<file path="src/rtl/sram_like_arbiter_pkg.sv">
// Shared IDs, SRAM size codes and the request-field bundle for the IF/MEM SRAM-like arbiter.
package sram_like_arbiter_pkg;

  localparam logic ARB_ID_INST = 1'b0;
  localparam logic ARB_ID_DATA = 1'b1;

  localparam logic [1:0] SZ_BYTE = 2'd0;
  localparam logic [1:0] SZ_HALF = 2'd1;
  localparam logic [1:0] SZ_WORD = 2'd2;

  typedef struct packed {
    logic        wr;
    logic [1:0]  size;
    logic [3:0]  wstrb;
    logic [31:0] addr;
    logic [31:0] wdata;
  } sram_cmd_t;

endpackage

</file>
<file path="src/rtl/sram_arb_id_fifo.sv">
// 1-bit sync FIFO of outstanding requester IDs; dout is the head, valid when !empty.
// Push into a full FIFO or pop from an empty one is ignored; push+pop together is legal at any count.
module sram_arb_id_fifo #(
  parameter int DEPTH = 4
) (
  input  logic clk,
  input  logic reset,
  input  logic push,
  input  logic pop,
  input  logic din,
  output logic dout,
  output logic full,
  output logic empty
);

  localparam int PW = $clog2(DEPTH);
  localparam int CW = PW + 1;
  localparam logic [CW-1:0] FULL_CNT = CW'(DEPTH);

  logic          mem [DEPTH];
  logic [PW-1:0] wr_ptr;
  logic [PW-1:0] rd_ptr;
  logic [CW-1:0] count;
  logic          do_push;
  logic          do_pop;

  assign full    = (count == FULL_CNT);
  assign empty   = (count == '0);
  assign do_push = push && !full;
  assign do_pop  = pop && !empty;
  assign dout    = mem[rd_ptr];

  always_ff @(posedge clk) begin
    if (do_push) mem[wr_ptr] <= din;
  end

  // Power-of-2 depth lets the pointers wrap by natural overflow.
  always_ff @(posedge clk) begin
    if (reset) begin
      wr_ptr <= '0;
      rd_ptr <= '0;
      count  <= '0;
    end else begin
      if (do_push) wr_ptr <= wr_ptr + 1'b1;
      if (do_pop)  rd_ptr <= rd_ptr + 1'b1;
      case ({do_push, do_pop})
        2'b10:   count <= count + 1'b1;
        2'b01:   count <= count - 1'b1;
        default: count <= count;
      endcase
    end
  end

endmodule

</file>
<file path="src/rtl/sram_like_arbiter.sv">
// 2:1 IF/MEM arbiter onto one SRAM-like master; zero-latency request path, in-order data_ok routing via an ID FIFO.
// Grant is held while the master stalls a request; m_req drops while OUTST_DEPTH are outstanding. ARB_RR_EN selects round-robin.
module sram_like_arbiter
  import sram_like_arbiter_pkg::*;
#(
  parameter int OUTST_DEPTH = 4
) (
  input  logic        clk,
  input  logic        reset,
  input  logic        inst_req,
  input  logic        inst_wr,
  input  logic [1:0]  inst_size,
  input  logic [3:0]  inst_wstrb,
  input  logic [31:0] inst_addr,
  input  logic [31:0] inst_wdata,
  output logic        inst_addr_ok,
  output logic        inst_data_ok,
  output logic [31:0] inst_rdata,
  input  logic        data_req,
  input  logic        data_wr,
  input  logic [1:0]  data_size,
  input  logic [3:0]  data_wstrb,
  input  logic [31:0] data_addr,
  input  logic [31:0] data_wdata,
  output logic        data_addr_ok,
  output logic        data_data_ok,
  output logic [31:0] data_rdata,
  output logic        m_req,
  output logic        m_wr,
  output logic [1:0]  m_size,
  output logic [3:0]  m_wstrb,
  output logic [31:0] m_addr,
  output logic [31:0] m_wdata,
  input  logic        m_addr_ok,
  input  logic        m_data_ok,
  input  logic [31:0] m_rdata
);

  sram_cmd_t inst_cmd;
  sram_cmd_t data_cmd;
  sram_cmd_t sel_cmd;
  logic      grant;
  logic      grant_r;
  logic      lock;
  logic      granted_req;
  logic      handshake;
  logic      pop;
  logic      fifo_full;
  logic      fifo_empty;
  logic      fifo_head;

`ifdef ARB_RR_EN
  logic rr_last;
`endif

  assign inst_cmd = {inst_wr, inst_size, inst_wstrb, inst_addr, inst_wdata};
  assign data_cmd = {data_wr, data_size, data_wstrb, data_addr, data_wdata};

  always_comb begin
    grant = ARB_ID_INST;
    if (lock) grant = grant_r;
`ifdef ARB_RR_EN
    else if (inst_req && data_req) grant = ~rr_last;
`endif
    else if (data_req) grant = ARB_ID_DATA;
  end

  // Outputs are forced quiet during reset so nothing leaks to the bridge being reset alongside us.
  assign granted_req = (grant == ARB_ID_DATA) ? data_req : inst_req;
  assign m_req       = granted_req && !fifo_full && !reset;
  assign sel_cmd     = reset ? '0 : ((grant == ARB_ID_DATA) ? data_cmd : inst_cmd);
  assign m_wr        = sel_cmd.wr;
  assign m_size      = sel_cmd.size;
  assign m_wstrb     = sel_cmd.wstrb;
  assign m_addr      = sel_cmd.addr;
  assign m_wdata     = sel_cmd.wdata;

  assign handshake    = m_req && m_addr_ok;
  assign inst_addr_ok = handshake && (grant == ARB_ID_INST);
  assign data_addr_ok = handshake && (grant == ARB_ID_DATA);

  assign pop          = m_data_ok && !fifo_empty && !reset;
  assign inst_data_ok = pop && (fifo_head == ARB_ID_INST);
  assign data_data_ok = pop && (fifo_head == ARB_ID_DATA);
  assign inst_rdata   = reset ? '0 : m_rdata;
  assign data_rdata   = reset ? '0 : m_rdata;

  always_ff @(posedge clk) begin
    if (reset) begin
      lock    <= 1'b0;
      grant_r <= ARB_ID_INST;
    end else if (m_req && !m_addr_ok) begin
      lock    <= 1'b1;
      grant_r <= grant;
    end else if (m_addr_ok) begin
      lock    <= 1'b0;
    end
  end

`ifdef ARB_RR_EN
  always_ff @(posedge clk) begin
    if (reset)          rr_last <= ARB_ID_INST;
    else if (handshake) rr_last <= grant;
  end
`endif

  sram_arb_id_fifo #(
    .DEPTH (OUTST_DEPTH)
  ) u_id_fifo (
    .clk   (clk),
    .reset (reset),
    .push  (handshake),
    .pop   (pop),
    .din   (grant),
    .dout  (fifo_head),
    .full  (fifo_full),
    .empty (fifo_empty)
  );

endmodule

</file>
<file path="config.mk">
export PLATFORM = sky130hd
export DESIGN_NAME = sram_like_arbiter
export DESIGN_NICKNAME = d
export VERILOG_FILES = /design/src/rtl/sram_like_arbiter_pkg.sv /design/src/rtl/sram_arb_id_fifo.sv /design/src/rtl/sram_like_arbiter.sv
export SDC_FILE = /design/constraint.sdc
export NUM_CORES = 1
export LEC_CHECK = 0
export ABC_AREA = 1
export BUFFER_PORTS_ARGS = -buffer_cell sky130_fd_sc_hd__buf_2
export CAP_MARGIN = 20
export CORE_AREA = 2 2 124 126
export CTS_BUF_LIST = sky130_fd_sc_hd__clkbuf_8
export DETAILED_ROUTE_END_ITERATION = 8
export DIE_AREA = 0 0 126 128
export PLACE_DENSITY_LB_ADDON = 0.12
export SYNTH_ARGS = -nofsm -noshare
export SYNTH_HDL_FRONTEND = slang
export SYNTH_SLANG_ARGS = --single-unit
export TNS_END_PERCENT = 10
</file>
<file path="constraint.sdc">
create_clock -name clk -period 1.8 [get_ports clk]
set_input_delay 0.45 -clock clk [delete_from_list [all_inputs] [get_ports clk]]
set_output_delay 0.45 -clock clk [all_outputs]
set_load 0.05 [all_outputs]
</file>
==> results of run 1 <==
[metrics by stage]
step                      hold slack, ns  util, %  worst slack [ns]  instances
after global placement             0.489     30.7            -0.174        914
after CTS                          0.488     35.0            -0.163        923
after detailed placement           0.494     30.7            -0.184        914
after floorplan                    0.456        -            -0.248        441
final                              0.493     36.0            -0.178        924
after global routing               0.493     36.0            -0.286        924
[worst paths after layout]
path                        from                   to  slack (ns)
max                         lock           m_addr[19]       -0.18
min          u_id_fifo.rd_ptr[1]  u_id_fifo.rd_ptr[1]        0.49
max reg2reg                 lock   u_id_fifo.count[2]       -0.09
min reg2reg  u_id_fifo.rd_ptr[1]  u_id_fifo.rd_ptr[1]        0.49
[cell usage after synthesis, drive strengths merged]
| master | number |
|---|---|
| nand4 | 3 |
| o21ai | 74 |
| a21oi | 8 |
| xor2 | 1 |
| dfxtp | 11 |
| inv | 54 |
| buf | 49 |
| clkbuf | 10 |
| nand2 | 24 |
| nand3 | 5 |
| fa | 1 |
| nor2 | 192 |
| edfxtp | 4 |
| ha | 5 |
[layer usage]
layer / vias to the layer above / part of all wire, % / track usage (%)
li1: 1906 / - / -
met1: 1624 / 34 / 13.7
met2: 184 / 57 / 27.5
met3: 10 / 8.1 / 3.51
met4: 2 / 0.58 / 1.68
met5: - / 0.11 / 0
[area by class of cell]
class                   count  area [µm²]
fillers                  1573        9520
repair buffers            350        2640
multi-input cells         313        1870
flip-flops and latches     15         347
well taps                 188         235
inverters                  54         210
clock buffers               3        41.3
clock inverters             1        5.00
[worst max-delay path: cells and delay by family (launching register included)]
kind	cells	cell delay [ns]
and+or+nand+nor	4	0.33
buffers and inverters	5	0.61
DFF	1	0.35
[repair_timing]
item,4_1_cts,5_1_grt
pin swaps,22,5
setup endpoints to repair,85,98
gates resized for setup,184,59
gates cloned,2,3
setup buffers,3,0
[cells by family after synthesis]
| group | synth area share, % |
|---|---|
| XOR/XNOR | 0.376 |
| AND/OR/NAND/NOR | 37.6 |
| buffers and inverters | 25.7 |
| flip-flops | 14.6 |
| AO/OA/AOI/OAI | 18.1 |
| adder cells (fa/ha/maj) | 3.54 |
[power breakdown]
group	switching [mW]	internal, mW
Sequential	0.0113	0.364
Combinational	1.32	0.751
Clock	0.118	0.153
Total	1.44	1.27
==> out/metrics.cfg, run 1 <==
[finish]
area_growth_pct = 129
final_common_cell = buf_2
final_cell_mix = buf_2 (219), nor2_2 (88), nor2_1 (74), buf_6 (71), inv_1 (50)
drive_gt1_share_pct = 66.7
fin_nets = 923
stdcell_area_um2 = 5350
antenna_cells = 0

[run_status]
failed_checks = setup timing
status = complete, but fails checks

[detailed_routing]
drt-initial-drc-count = 102
ant_nets = 0
via_per_inst = 4.03
drc = 0
wire_per_inst_um = 13.1
postRouteWirelength_mm = 12.1
route.vias.total = 3726
firstDrtPassIters = 4

[clock_tree]
cts_max_level = 1
numCtsBuffers = 3
cts_tree = done
cts_hold_buffers = 0
insertion_delay_ns = 0.25
cts_sinks = 15
clock_path_buffers = 2
clk_pin_slew_worst_paths_ns = 0.06
root_buffer = clkbuf_8

[sta]
final-setup-viol-count = 74
fin_tns_setup_ns = -8.11
worst_slew_pin_slew_ns = 0.297
finalCritPeriodShare_pct = 110
skew_ns = 0.00481
hold_viol_final = 0
period_minus_slack_ns = 1.98
max_slew_margin_pct = 80.0
finalMaxSlewViolations = 0
fmax_mhz = 506
setup_ws_ns = -0.178
grt_setup_unrepaired = true

[floorplan]
die_h_um = 128
initial_core_util_pct = 15.7
ios = 320
die_w_um = 126
coreArea_um2 = 14900
rows = 45
dieArea_um2 = 16100

[grt]
grt_use_total_pct = 13.4
grt_pass1_vias = 3620
grt_overflow = 0
antenna_found_initial = 1
grt_max_degree = 46
grt_pass1_wl_mm = 17.6

[hold_path]
hold_depth = 2
hold_class = reg -> reg

[worst_setup_path]
crit_type = reg -> out
max_stage_delay_ns = 0.35
crit_slowest_cell = dfxtp_2
path_cells = inv_2 -> nand2_4 -> nand2_8 -> inv_8 -> buf_12 -> clkbuf_16 -> nor2_1 -> nor2_2 -> buf_6
setup.worst_path.start_class = flip-flop
cp.arrival_ns = 1.53
critPathCaptureType = output port
rr_worst_depth = 12
worst-path-max-fanout = 8
required_ns = 1.35

[logic_synthesis]
synthTopCellsByArea = nor2_1 (31%), o21ai_0 (14%), buf_4 (11%), dfxtp_1 (9.5%), inv_1 (8.1%)
ys_seq_elements = 15
syn-cell-area_um2 = 2330
netlist_instances = 441
synth_nets = 627
yosysTopAreaCellShare_pct = 30.8
ys_warn_count = 0
synth_area_leader_cell = nor2_1
yosysUniqueCellTypes = 23
ys_seq_area_share_pct = 14.6
avgSynthCellArea_um2 = 5.28

[placement]
place_area_um2 = 4560
dp_hpwl_mm = 9.65
routabilityCongestion = 0.820
io_buffers = 319

[power_and_ir_drop]
vdd_drop_max_mv = 0.226
power_mw = 2.71
power_leakage_nw = 2.76
power_density_nw_per_um2 = 508

[flow_run]
maxCapViolCount = 0

Note: power is estimated with default switching activity, not from simulation.
==> run 2, diff against run 1 <==
--- a/config.mk
+++ b/config.mk
@@ -8,11 +8,12 @@
 export ABC_AREA = 1
 export BUFFER_PORTS_ARGS = -buffer_cell sky130_fd_sc_hd__buf_2
 export CAP_MARGIN = 20
-export CORE_AREA = 2 2 124 126
+export CORE_AREA = 2 2 125 127
 export CTS_BUF_LIST = sky130_fd_sc_hd__clkbuf_8
 export DETAILED_ROUTE_END_ITERATION = 8
-export DIE_AREA = 0 0 126 128
+export DIE_AREA = 0 0 127 129
 export PLACE_DENSITY_LB_ADDON = 0.12
+export SLEW_MARGIN = 10
 export SYNTH_ARGS = -nofsm -noshare
 export SYNTH_HDL_FRONTEND = slang
 export SYNTH_SLANG_ARGS = --single-unit
==> constraint.sdc (replaced) <==
create_clock -name clk -period 2.2 [get_ports clk]
set_input_delay 0.55 -clock clk [delete_from_list [all_inputs] [get_ports clk]]
set_output_delay 0.55 -clock clk [all_outputs]
set_load 0.05 [all_outputs]
==> run 2 against run 1 <==
- the run ends with DRC left
- sequential power shrank 18%
- first-iteration DRC count rose by 30%
- clock power fell by 15%
- clock-buffer cell count unchanged
- largest cell class unchanged
- highest routed layer is now met4
==> out/metrics.cfg, run 2 (synthesis gave the netlist of run 1 again) <==
[finish]
stdcell_area_um2 = 4340
fin_nets = 910
fin_cells = 912
final_cell_mix = buf_2 (251), nor2_1 (186), o21ai_0 (64), inv_1 (50), clkbuf_4 (29)
nFillCells = 1720
drive_gt1_share_pct = 49.4
area_growth_pct = 86.4
final_common_cell = buf_2

[worst_setup_path]
critPathBufInv = 4
worst-path-max-fanout = 26
required_ns = 1.65
critPathCaptureType = output port
crit_slowest_cell = buf_6
cp.arrival_ns = 1.58
crit_type = in -> out
crit_family = buffers and inverters
path_cells = buf_2 -> nand2_2 -> nand2_4 -> inv_8 -> buf_12 -> nor2_1 -> nor2_2 -> buf_6
setup.worst_path.start_class = input port
max_stage_delay_ns = 0.18
r2r_slack_ns = 0.29

[floorplan]
coreArea_um2 = 15000
dieArea_um2 = 16400
die_w_um = 127
rows = 45
initial_core_util_pct = 15.6
ios = 320
die_h_um = 129

[power_and_ir_drop]
power_leakage_nw = 2.56
p_seq_share_pct = 15.6
switching_share_pct = 55.8
p_comb_share_pct = 72.7
vdd_drop_max_mv = 0.209
power_mw = 1.96
p_clk_share_pct = 11.7
p_switching_mw = 1.09
power_density_nw_per_um2 = 450
intPower_mw = 0.864

[clock_tree]
cts_sinks = 15
insertion_delay_ns = 0.25
cts_max_level = 1
clock_path_buffers = 2
clk_pin_slew_worst_paths_ns = 0.07
cts_setup_buffers = 0
root_buffer = clkbuf_8
cts_tree = done
numCtsBuffers = 3

[placement]
placed_cells = 902
io_buffers = 319
dp_hpwl_mm = 9.15
place_area_um2 = 3910
routabilityCongestion = 0.860

[sta]
fmax_mhz = 469
fin_tns_setup_ns = 0
final-setup-viol-count = 0
hold_slack_ns = 0.495
max_slew_margin_pct = 80.2
grt_setup_unrepaired = true
finalCritPeriodShare_pct = 97.0
finalMaxSlewViolations = 0
period_minus_slack_ns = 2.13
worst_slew_pin_slew_ns = 0.297
skew_ns = 0.00272
hold_viol_final = 0

[grt]
grt_max_degree = 77
grt_overflow = 0
grt_pass1_vias = 3230
antenna_found_initial = 1
grt_pass1_wl_mm = 15.6
grt_use_total_pct = 11.7

[flow_run]
maxCapViolCount = 0

[run_status]
failed_checks = DRC
status = complete, but fails checks

[detailed_routing]
ant_nets = 0
route.vias.total = 3655
postRouteWirelength_mm = 12.2
wire_per_inst_um = 13.4
firstDrtPassIters = 6
via_per_inst = 4.01
drc = 1
drt-initial-drc-count = 133

[hold_path]
hold_class = reg -> reg

[run 2: changes by cell type in the layout (fill, tap and decap cells not counted), moves of 4 or more]
cell,change
buf_2,+32
o21ai_1,-34
dfxtp_2,-4
nor2_1,+112
nor2_2,-82
dfxtp_1,+4
nor2_4,-30
o21ai_0,+36
buf_6,-46
buf_12,-15
clkbuf_4,+14
[run 2: cell type report]
type	instances	area (µm²)	area share, %
antenna	1	2.50	0.0576
multi-input combinational	313	1410	32.4
tap	188	235	5.42
sequential	15	342	7.87
clock buffer	3	41.3	0.951
inverter	54	210	4.84
timing repair buffer	337	2100	48.3
clock inverter	1	5.00	0.115
[run 2: timing repair]
item,4_1_cts,5_1_grt
gates cloned,0,5
gates resized for setup,10,124
pin swaps,0,2
hold buffers,0,0
endpoints found under the setup margin,6,71
[run 2: final timing paths]
| kind | startpoint | to | cells past startpoint |
|---|---|---|---|
| setup / recovery | data_req | m_addr[7] | 8 |
| hold / removal | lock | lock | 2 |
| setup reg to reg | lock | u_id_fifo.count[2] | 11 |
| hold reg to reg | lock | lock | 2 |
[run 2: power by group through the flow]
stage | Combinational (mW) | Clock (mW) | Sequential [mW]
finish | 1.42 | 0.229 | 0.306
global route | 1.51 | 0.253 | 0.307
CTS | 1.30 | 0.239 | 0.305
detailed placement | 1.29 | 0 | 0.312
global placement | 1.29 | 0 | 0.311
floorplan | 0.942 | 0 | 0.309
[run 2: through the flow]
stage	util, %	setup slack (ns)
detailed placement	26.1	-0.0615
floorplan	-	-0.254
CTS	26.6	-0.00391
finish	29.0	0.0658
global route	29.0	-0.0365
global placement	26.1	-0.0845
[run 2: metal layers]
metal  vias to the layer above  GRT usage (%)  wire length (µm)
met4                         0           2.00               156
met5                         -              0                 0
met1                      1611           13.2              4660
met2                       152           23.0              6610
met3                        12           1.95               758
li1                       1880              -                 -
[run 2: tightest hold or removal path, cell delays in order (launching register included)]
cell	delay (ns)
dfxtp_1	0.32
inv_2	0.07
a21oi_1	0.06
==> run 3, diff against run 2 <==
--- a/config.mk
+++ b/config.mk
@@ -5,13 +5,12 @@
 export SDC_FILE = /design/constraint.sdc
 export NUM_CORES = 1
 export LEC_CHECK = 0
-export ABC_AREA = 1
 export BUFFER_PORTS_ARGS = -buffer_cell sky130_fd_sc_hd__buf_2
 export CAP_MARGIN = 20
-export CORE_AREA = 2 2 125 127
+export CORE_AREA = 2 2 123 125
 export CTS_BUF_LIST = sky130_fd_sc_hd__clkbuf_8
 export DETAILED_ROUTE_END_ITERATION = 8
-export DIE_AREA = 0 0 127 129
+export DIE_AREA = 0 0 125 127
 export PLACE_DENSITY_LB_ADDON = 0.12
 export SLEW_MARGIN = 10
 export SYNTH_ARGS = -nofsm -noshare
==> run 3 against run 2 <==
- the run ends with setup timing left
- sequential share of layout area is 0.48 points lower
- first-iteration DRC count is 21% lower
- global-route usage is 0.088 points higher
- worst setup slack worse by 0.085 ns
- largest cell class unchanged
==> out/metrics.cfg, run 3 <==
[run_status]
status = complete, but fails checks
failed_checks = setup timing

[placement]
routabilityCongestion = 0.754
io_buffers = 319
dp_hpwl_mm = 8.30
place_area_um2 = 4020
placed_cells = 835

[logic_synthesis]
yosys-top-cells-count = nand2_1 (143), a21oi_1 (73), nor2b_1 (34)
yosysUniqueCellTypes = 35
synthFlopType = dfxtp_1
synth_simple_gate_area_share_pct = 39.5
synth_edf_count = 4
syn-cell-area_um2 = 2190
ys_warn_count = 0
async_reset_ff_share_pct = 0
synth_fa_ha_area_share_pct = 3.77
synth.most_common_cell = nand2_1
yosysTopAreaCellShare_pct = 24.5
synth_top_family_by_area = simple AND/OR/NAND/NOR gates
netlist_instances = 373
synth_xor_xnor_area_share_pct = 1.20
ys_seq_elements = 15
synth_compound_area_share_pct = 19.1
avgSynthCellArea_um2 = 5.87
synthTopCellsByArea = nand2_1 (25%), a21oi_1 (17%), buf_4 (11%), dfxtp_1 (10%), nor2b_1 (9.7%)
synth_mux_area_share_pct = 3.71
synth_nets = 559
ys_seq_area_share_pct = 15.5
synth_area_leader_cell = nand2_1

[finish]
fin_cells = 846
seq_area_um2 = 344
nFillCells = 1608
fin_nets = 849
final_common_cell = buf_2
area_growth_pct = 113
drive_gt1_share_pct = 58.2
stdcell_area_um2 = 4660
multiInputGateArea_um2 = 1670
final_cell_mix = buf_2 (243), nand2_1 (141), buf_4 (61), a21oi_1 (51), nor2b_1 (34)
antenna_cells = 0
final_util_pct = 32.3

[detailed_routing]
via_per_inst = 4.17
drt-initial-drc-count = 105
postRouteWirelength_mm = 10.9
route.vias.total = 3526
wire_per_inst_um = 12.9
ant_nets = 0
firstDrtPassIters = 4
drc = 0

[floorplan]
ios = 320
dieArea_um2 = 15900
die_w_um = 125
coreArea_um2 = 14400
initial_core_util_pct = 15.2
die_h_um = 127
rows = 44

[clock_tree]
cts_max_level = 1
cts_tree = done
numCtsBuffers = 3
root_buffer = clkbuf_8
cts_hold_buffers = 0
clock_path_buffers = 2
clk_pin_slew_worst_paths_ns = 0.06
cts_sinks = 15
insertion_delay_ns = 0.24

[grt]
grt_max_degree = 86
grt_use_total_pct = 11.7
grt_pass1_wl_mm = 15.5
antenna_found_initial = 0
grt_overflow = 0
grt_pass1_vias = 3301

[power_and_ir_drop]
switching_share_pct = 53.0
p_clk_share_pct = 10.5
power_density_nw_per_um2 = 445
p_seq_share_pct = 15.1
p_switching_mw = 1.10
vdd_drop_max_mv = 0.161
p_comb_share_pct = 74.4
intPower_mw = 0.974
power_leakage_nw = 2.48

[hold_path]
hold_class = reg -> reg
min-delay-start = u_id_fifo.rd_ptr[1]
hold_depth = 1

[sta]
worst_slew_pin_slew_ns = 0.592
fin_tns_setup_ns = -0.0820
finalMaxSlewViolations = 0
skew_ns = 0.00165
final-setup-viol-count = 10
hold_slack_ns = 0.463
grt_setup_unrepaired = true
setup_ws_ns = -0.0197
period_minus_slack_ns = 2.22
max_slew_margin_pct = 60.5
finalCritPeriodShare_pct = 101
hold_viol_final = 0
fmax_mhz = 451

[worst_setup_path]
r2r_slack_ns = 0.10
worst-path-max-fanout = 13
r2r_end = u_id_fifo.count[2]
setup.worst_path.start_class = input port
critPathCaptureType = output port
crit_type = in -> out
required_ns = 1.65
rr_worst_depth = 9
r2r-start = grant_r
cp.arrival_ns = 1.67

[flow_run]
maxCapViolCount = 0

[run 3: cell types whose count changed after synthesis, sizes merged, moves of 34 or more]
| cell | delta |
|---|---|
| o21ai | -72 |
| nand2 | +120 |
| a21oi | +65 |
| inv | -47 |
| nor2 | -183 |
| nor2b | +34 |
[run 3: power by group through the flow]
| stage | Clock (mW) | Sequential, mW | Combinational, mW |
|---|---|---|---|
| after floorplan | 0 | 0.317 | 0.963 |
| after global placement | 0 | 0.319 | 1.34 |
| after detailed placement | 0 | 0.319 | 1.35 |
| after CTS | 0.228 | 0.313 | 1.48 |
| after global routing | 0.239 | 0.315 | 1.63 |
| final | 0.216 | 0.313 | 1.54 |
[run 3: final cells by class]
cell class	count	area share [%]
inverter	7	0.914
multi-input combinational	292	35.8
clock buffer	3	0.887
sequential	15	7.39
timing repair buffer	344	50.0
tap	184	4.94
clock inverter	1	0.0806
[run 3: worst max-delay path by stage]
stage	from	endpoint	slack [ns]	depth (start not counted)
floorplan	reset	u_id_fifo.count[2]	-0.48	10
global placement	data_req	m_wdata[30]	-0.26	6
detailed placement	data_req	m_wdata[26]	-0.27	6
CTS	data_req	m_wdata[26]	-0.02	7
global route	lock	m_addr[15]	-0.08	7
finish	data_req	m_wdata[28]	-0.02	7
[run 3: worst max-delay path, stage by stage]
cell	delay, ns
buf_4	0.14
mux2i_4	0.16
buf_12	0.20
clkbuf_16	0.19
nand2_1	0.08
a21oi_1	0.13
buf_4	0.22
[run 3: logic make-up after synthesis]
logic type	after synthesis
compound gates	79
xor+xnor	3
fa+ha+maj	6
flops	15
buf+inv	66
mux	6
simple gates	198
[run 3: what timing repair did]
action                     CTS  global route
buffers inserted             1             0
resized for setup          106            31
gates cloned                 1             5
pin swaps                    2             2
setup endpoints to repair  137            78
[run 3: metrics by stage]
step | setup WS, ns | total power [mW]
final | -0.0197 | 2.07
after global routing | -0.0817 | 2.19
after CTS | -0.0166 | 2.02
after detailed placement | -0.273 | 1.67
after global placement | -0.263 | 1.66
after floorplan | -0.478 | 1.28
[run 3: per-layer routing]
metal / global-route usage (%) / share of wire (%)
met1: 12.5 / 35
met3: 3.06 / 9.0
met2: 22.9 / 54
met5: 0 / 0
met4: 3.14 / 1.7
